$ cat config.mk
export PLATFORM = sky130hd
export DESIGN_NAME = pipo_load_arbiter
export DESIGN_NICKNAME = d
export VERILOG_FILES = /design/src/rtl/pipo_arb_pkg.sv /design/src/rtl/pipo_load_arbiter_rr_pick.sv /design/src/rtl/pipo_load_arbiter.sv
export SDC_FILE = /design/constraint.sdc
export NUM_CORES = 1
export LEC_CHECK = 0
export BUFFER_PORTS_ARGS = -buffer_cell sky130_fd_sc_hd__buf_2
export CAP_MARGIN = 15
export CORE_MARGIN = 2
export CORE_UTILIZATION = 47
export DETAILED_ROUTE_END_ITERATION = 12
export PLACE_DENSITY_LB_ADDON = 0.05
export SLEW_MARGIN = 10
export SYNTH_ARGS = -nofsm -noshare
export SYNTH_HDL_FRONTEND = slang
export SYNTH_SLANG_ARGS = --single-unit
$ cat constraint.sdc
create_clock -name clk -period 5 [get_ports clk]
set_clock_uncertainty 0.15 [all_clocks]
set_input_delay 0.75 -clock clk [delete_from_list [all_inputs] [get_ports clk]]
set_output_delay 0.75 -clock clk [all_outputs]
set_load 0.01 [all_outputs]
$ cat src/rtl/pipo_arb_pkg.sv
// Shared definitions for the PIPO load arbiter: FSM state encoding
// and the width of the HOLD down-counter.
package pipo_arb_pkg;

   typedef enum logic [1:0] {
      ST_IDLE  = 2'd0,
      ST_GRANT = 2'd1,
      ST_HOLD  = 2'd2
   } state_e;

   // Wide enough for HOLD_CYC-1 with HOLD_CYC up to 15.
   localparam int unsigned CNT_W = 4;

   typedef logic [CNT_W-1:0] cnt_t;

endpackage

$ cat src/rtl/pipo_load_arbiter_rr_pick.sv
// Round-robin winner search: scans upward from last_winner+1 with
// wrap-around and reports the first active requester.
module rr_pick #(
   parameter int N_REQ = 4,
   parameter int IDX_W = $clog2(N_REQ)
) (
   input  logic [N_REQ-1:0] req,
   input  logic [IDX_W-1:0] last_winner,
   output logic [IDX_W-1:0] winner,
   output logic             valid
);

   // Walk the search order backwards so the nearest hit is written last.
   always_comb begin
      winner = '0;
      valid  = 1'b0;
      for (int k = N_REQ; k >= 1; k--) begin
         if (req[(int'(last_winner) + k) % N_REQ]) begin
            winner = IDX_W'((int'(last_winner) + k) % N_REQ);
            valid  = 1'b1;
         end
      end
   end

endmodule

$ cat src/rtl/pipo_load_arbiter.sv
// Round-robin arbiter granting one requester at a time the right to
// load a shared PIPO register, which is then presented for HOLD_CYC cycles.
module pipo_load_arbiter
   import pipo_arb_pkg::*;
#(
   parameter int N_REQ    = 4,
   parameter int WIDTH    = 33,
   parameter int HOLD_CYC = 2
) (
   input  logic                     clk,
   input  logic                     rst,
   input  logic [N_REQ-1:0]         req,
   input  logic [N_REQ*WIDTH-1:0]   data_in,
   output logic [N_REQ-1:0]         gnt,
   output logic [WIDTH-1:0]         q,
   output logic                     q_valid,
   output logic [$clog2(N_REQ)-1:0] q_src,
   output logic                     busy
);

   localparam int IDX_W = $clog2(N_REQ);

   state_e             state_q, state_d;
   logic [N_REQ-1:0]   gnt_q, gnt_d;
   logic [IDX_W-1:0]   win_q, win_d;
   logic [IDX_W-1:0]   last_q, last_d;
   logic [WIDTH-1:0]   q_q, q_d;
   logic [IDX_W-1:0]   src_q, src_d;
   logic               vld_q, vld_d;
   logic               busy_q, busy_d;
   cnt_t               cnt_q, cnt_d;

   logic [IDX_W-1:0]   pick;
   logic               pick_vld;

   rr_pick #(
      .N_REQ (N_REQ),
      .IDX_W (IDX_W)
   ) u_rr_pick (
      .req         (req),
      .last_winner (last_q),
      .winner      (pick),
      .valid       (pick_vld)
   );

   always_comb begin
      state_d = state_q;
      gnt_d   = gnt_q;
      win_d   = win_q;
      last_d  = last_q;
      q_d     = q_q;
      src_d   = src_q;
      vld_d   = vld_q;
      busy_d  = busy_q;
      cnt_d   = cnt_q;
      unique case (state_q)
         ST_IDLE: begin
            if (pick_vld) begin
               state_d     = ST_GRANT;
               gnt_d       = '0;
               gnt_d[pick] = 1'b1;
               win_d       = pick;
               busy_d      = 1'b1;
            end
         end
         ST_GRANT: begin
            gnt_d = '0;
            // The winner must still be asking at the closing edge to load.
            if (req[win_q]) begin
               state_d = ST_HOLD;
               q_d     = data_in[win_q*WIDTH +: WIDTH];
               src_d   = win_q;
               last_d  = win_q;
               vld_d   = 1'b1;
               cnt_d   = cnt_t'(HOLD_CYC - 1);
            end else begin
               state_d = ST_IDLE;
               busy_d  = 1'b0;
            end
         end
         ST_HOLD: begin
            if (cnt_q == '0) begin
               state_d = ST_IDLE;
               vld_d   = 1'b0;
               busy_d  = 1'b0;
            end else begin
               cnt_d = cnt_q - cnt_t'(1);
            end
         end
         default: begin
            state_d = ST_IDLE;
            gnt_d   = '0;
            vld_d   = 1'b0;
            busy_d  = 1'b0;
            cnt_d   = '0;
         end
      endcase
   end

   // Last winner resets to N_REQ-1 so requester 0 is searched first.
   always_ff @(posedge clk or posedge rst) begin
      if (rst) begin
         state_q <= ST_IDLE;
         gnt_q   <= '0;
         win_q   <= '0;
         last_q  <= IDX_W'(N_REQ - 1);
         q_q     <= '0;
         src_q   <= '0;
         vld_q   <= 1'b0;
         busy_q  <= 1'b0;
         cnt_q   <= '0;
      end else begin
         state_q <= state_d;
         gnt_q   <= gnt_d;
         win_q   <= win_d;
         last_q  <= last_d;
         q_q     <= q_d;
         src_q   <= src_d;
         vld_q   <= vld_d;
         busy_q  <= busy_d;
         cnt_q   <= cnt_d;
      end
   end

   assign gnt     = gnt_q;
   assign q       = q_q;
   assign q_valid = vld_q;
   assign q_src   = src_q;
   assign busy    = busy_q;

endmodule

Word level (Yosys, flattened, before mapping). Index checks and enable logic that the tools add are counted. W data, S select, Z words.

Output and inout port bits: 41. Input port bits: 138. Register bits after elaboration: 51.

Reductions and logical operators: 14. Shifts and indexed selects: 1. Add/sub/neg operators: 5. $lt $le $gt $ge: 7. Bitwise gates (word level): 6. Multipliers: 1. Equality and inequality tests: 7. Multiplexer cells: 39.

Operators with widths (number): $shiftx A132 B9 Y33 (1); $mux W1 (18); $lt A3 B4 Y1 const B (4); $mux W2 (7); $mux W4 (3); $pmux W4 S3 (1); $bmux W1 S2 (5); $ne A2 B2 Y1 const B (5); $reduce_and A3 Y1 (3); $mul A2 B6 Y8 const B (1); $pmux W4 S2 (1); $reduce_and A2 Y1 (4); $reduce_or A2 Y1 (4); $lt A2 B3 Y1 const B (2); $pmux W1 S3 (2); $pmux W2 S3 (1); $add A2 B1 Y2 const B (2); $add A2 B2 Y2 const B (2); $and A1 B1 Y1 const A (4); $logic_not A4 Y1 (1); $sub A4 B1 Y4 const B (1); $demux W1 S2 (1); $eq A2 B1 Y1 const B (1); $eq A2 B2 Y1 const B (1); other kinds (4) (5).

Longest topological paths before layout.
Word-level depth: 16. Mapped depth: 7.

By module. A second synthesis with hierarchy kept.

Cell total of the unflattened synthesis: 210. Area total of the unflattened synthesis: 3094.2 sq um.

Modules (own cells, without submodules): pipo_load_arbiter (instances 1, area each 3002.9 sq um, sequential area each 1278.7 sq um, cells an instance 196); rr_pick (instances 1, area each 91.3 sq um, sequential area each 0.0 sq um, cells an instance 14).

Worst setup path before layout. No wires, ideal clock.

Kind: input to register. Start point: input port req[3]. End point: register q_q[0], in the netlist q[0]. Path slack: 2.865 ns. Data required time: 4.725 ns. Path buffers: 1. Arrival time: 1.861 ns. Stages: 4. Path through: mux4_2 nand2_4 buf_6 mux2_2.

Longest elaborated chain between the ends: 3.

Ends and longest elaborated chain: from (decl) (line pipo_load_arbiter.sv:12) `input logic [N_REQ-1:0] req,`; $bmux W1 S2 (line pipo_load_arbiter.sv:69) `if (req[win_q]) begin`; $mux W1 (implied by the code) (line pipo_load_arbiter.sv:69); $reduce_and A2 Y1 (no source line); to (signal assigned) (line pipo_load_arbiter.sv:117) `q_q <= q_d;`; to (decl) (line pipo_load_arbiter.sv:27) `logic [WIDTH-1:0] q_q, q_d;`.

Every way passes these cells. The select of a mux whose other input is x is not followed. A chain may end at the register's enable or synchronous reset.

Worst setup path after layout.
Start point: input port req[3]. End point: register q_q[14], in the netlist q[14].

The elaborated chain is that of the path after synthesis.

==> metrics.md <==
| Metric | Value |
|---|---|
| Crit-path leading delay family | `multiplexers` |
| Cell area power density | `549 nW/um^2` |
| Number of hold buffers added after CTS | `0` |
| Clock latency on the worst-skew pair | `290 ps` |
| H-tree Lvls | `2` |
| Initial DRC Count | `109` |
| Longest Clk Path Bufs | `2` |
| Root buffer cell | `clkbuf_8` |
| Drt wl/cell | `15.6 um` |
| Largest net degree at the start of global routing | `52` |
| Clk slew on worst S/H paths | `80 ps` |
| Post-Synthesis Cell Area | `3030 sq um` |
| Slowest cell on the critical path | `mux4_2` |
| Slew Limit Headroom | `53.2%` |
| CP arrival | `2300 ps` |
| Grt ovf | `0` |
| # DRC | `0` |
| Routed WL | `7.31 mm` |
| Synthesized area per cell | `14.2 sq um` |
| CTS Buf Count | `5` |
| Fraction of layout instances using a drive strength above 1 | `66.9%` |
| Vias | `2471` |
| Crit path cell chain | `buf_2 > mux4_2 > nand2_4 > mux2_2` |
| Most common cell after layout, fill and taps aside | `buf_2` |
| Least-Margin Pin Slew | `692 ps` |
| Max-Cap Viols | `0` |
| PostCTS Resize Cnt | `0` |
| Die Span X | `84.3 um` |
| YS warnings | `0` |
| Worst VDD drop | `0.000327 V` |
| TritonRoute pass-1 iters | `4` |
| Total power | `2.21 mW` |
| Die height | `84.3 um` |
| Critical path class | `in -> reg` |
| Part of the cycle the worst path needs | `45.5%` |
| GPL Wtd Cong | `0.754` |
| Final Instance Area | `4030 sq um` |
| Tot GR Track Use | `21.4%` |
| Hold Crit Class | `reg -> reg` |
| Vias in the first global route | `2570` |
| PnR worst setup slack | `2720 ps` |
| Synth top area share | `40.5%` |
| Worst slack at placement | `2400 ps` |
| Number of buffer and inverter stages on the critical path | `1` |
| Postcts setup bufs | `0` |
| Max FO, Critical Path | `41` |
| Netlist cell types | `33` |
| Fin. Hold Viols | `0` |
| RSZ-0062 raised after global routing | `false` |
| Full die area | `7110 sq um` |
| CTS Sinks | `51` |
| Post-Layout Cell Count | `467` |
| Final setup violation count | `0` |
| Max stage delay on crit path | `560 ps` |
| Synth area leaders | `dfrtp_1 (40%), mux4_2 (25%), mux2_2 (13%), ha_1 (2.1%), buf_6 (1.9%)` |
| Fmax | `439 MHz` |
| Nets | `532` |
| Area Growth Syn to Fin | `33.0%` |
| TritonCTS clock tree | `built` |
| HPWL after detailed placement | `5.79 mm` |
| Num rows | `29` |
| Worst Path Required | `5030 ps` |
| Yosys reg bits | `51` |
| Global-route wire length before repair | `12.1 mm` |
| ANT cells | `0` |
| Syn Nets | `357` |
| Area after DPL | `3950 sq um` |
| Slew Limit Fails | `0` |
| Leakage | `1.96 nW` |
| I/O Buffers | `178` |
| Initial antenna violation count | `0` |
| Filler instances | `549` |
| Register area share after synthesis | `42.2%` |
| Effective utilization at floorplan | `48.3%` |
| Critical path startpoint category | `input port` |
| Synth Instances | `214` |
| Core area | `6280 sq um` |
| Run status | `finished clean` |
| Critical Path Sink Type | `flip-flop` |
| Most frequent cells in the layout | `buf_2 (178), dfrtp_1 (48), mux2_2 (35)` |
| Number of I/O pins | `179` |
| Post-route antenna net violation count | `0` |
| Minimum clock period | `2280 ps` |
| Vias/cell | `5.29` |
| Placed insts | `459` |
| Leading area contributor after synthesis | `dfrtp_1` |
| Final TNS setup | `0 ps` |
## cell type report
type	count	area [sq um]	area share [%]
multi-input cells	142	1630	40.5
inverters	8	30.0	0.745
flip-flops and latches	51	1280	31.8
well taps	77	96.3	2.39
repair buffers	181	913	22.7
clock buffers	8	80.1	1.99
## where the power goes
group / internal (mW) / switching [mW]
sequential: 0.619 / 0.102
clock: 0.0998 / 0.126
combinational: 0.680 / 0.588
## metal layers
| layer | part of all wire (%) | wire [um] | GRT usage [%] |
|---|---|---|---|
| met3 | 5.4 | 396 | 4.33 |
| met1 | 39 | 2860 | 25.9 |
| met5 | 0 | 0 | 0 |
| met4 | 0.92 | 67 | 4.69 |
| met2 | 55 | 3990 | 39.5 |
## cells by family (layout without fill, tap and decap cells)
kind of cell             count (synthesis)  after routing  share of synthesized area (%)
AND/OR/NAND/NOR                         32             32                           5.53
AO/OA/AOI/OAI                           33             33                           6.94
buffers and inverters                   21            197                           4.00
multiplexers                            72             72                           39.3
flip-flops                              51             51                           42.2
adder cells (fa/ha/maj)                  5              5                           2.06
## sequential cells by signal, summed over array words and instances (netlist names)
signal,count
gnt,4
win_q,2
last_q,2
state_q,2
q_src,2
q,33
cnt_q,4
q_valid,1
busy,1
## synth_stat cells
cell       number
dfrtp_1        49
mux2_2         35
mux4_2         34
o21ai_0        11
nand2_1        10
inv_1           8
a21oi_1         6
nand2b_1        6
nor2_1          6
buf_6           5
ha_1            5
a21o_1          4
buf_2           4
clkbuf_1        3
mux2i_1         3
a31oi_1         2
dfstp_2         2
nor2b_1         2
o21a_1          2
o2bb2ai_1       2
o41ai_1         2
or3_1           2
a21boi_0        1
and3b_1         1
buf_1           1
nand2_4         1
nor3_1          1
nor3b_1         1
nor4_1          1
o221ai_1        1
o22a_1          1
o31ai_1         1
or2_2           1
## worst min-delay path: stages (launching register included)
cell and delay (ps):
dfrtp_1 340, nand2_1 40, o21ai_0 50
## worst paths after layout
path                            startpoint        to  slack (ps)  cells after the start
min in group asynchronous              rst     q[22]         470                      3
worst max-delay path                req[3]     q[14]        2720                      4
worst min register to register      gnt[2]    gnt[2]         320                      2
max in group asynchronous              rst  win_q[0]        3770                      3
worst max register to register    win_q[0]     q[14]        2940                      3
worst min-delay path                gnt[2]    gnt[2]         320                      2
## per-stage QoR
| stage | util, % | hold WS (ps) |
|---|---|---|
| after floorplan | - | 320 |
| after global routing | 64.2 | 375 |
| after global placement | 62.9 | 306 |
| final | 64.2 | 323 |
| after CTS | 64.2 | 333 |
| after detailed placement | 62.9 | 315 |
No activity file was read; power rests on OpenSTA's default activity.
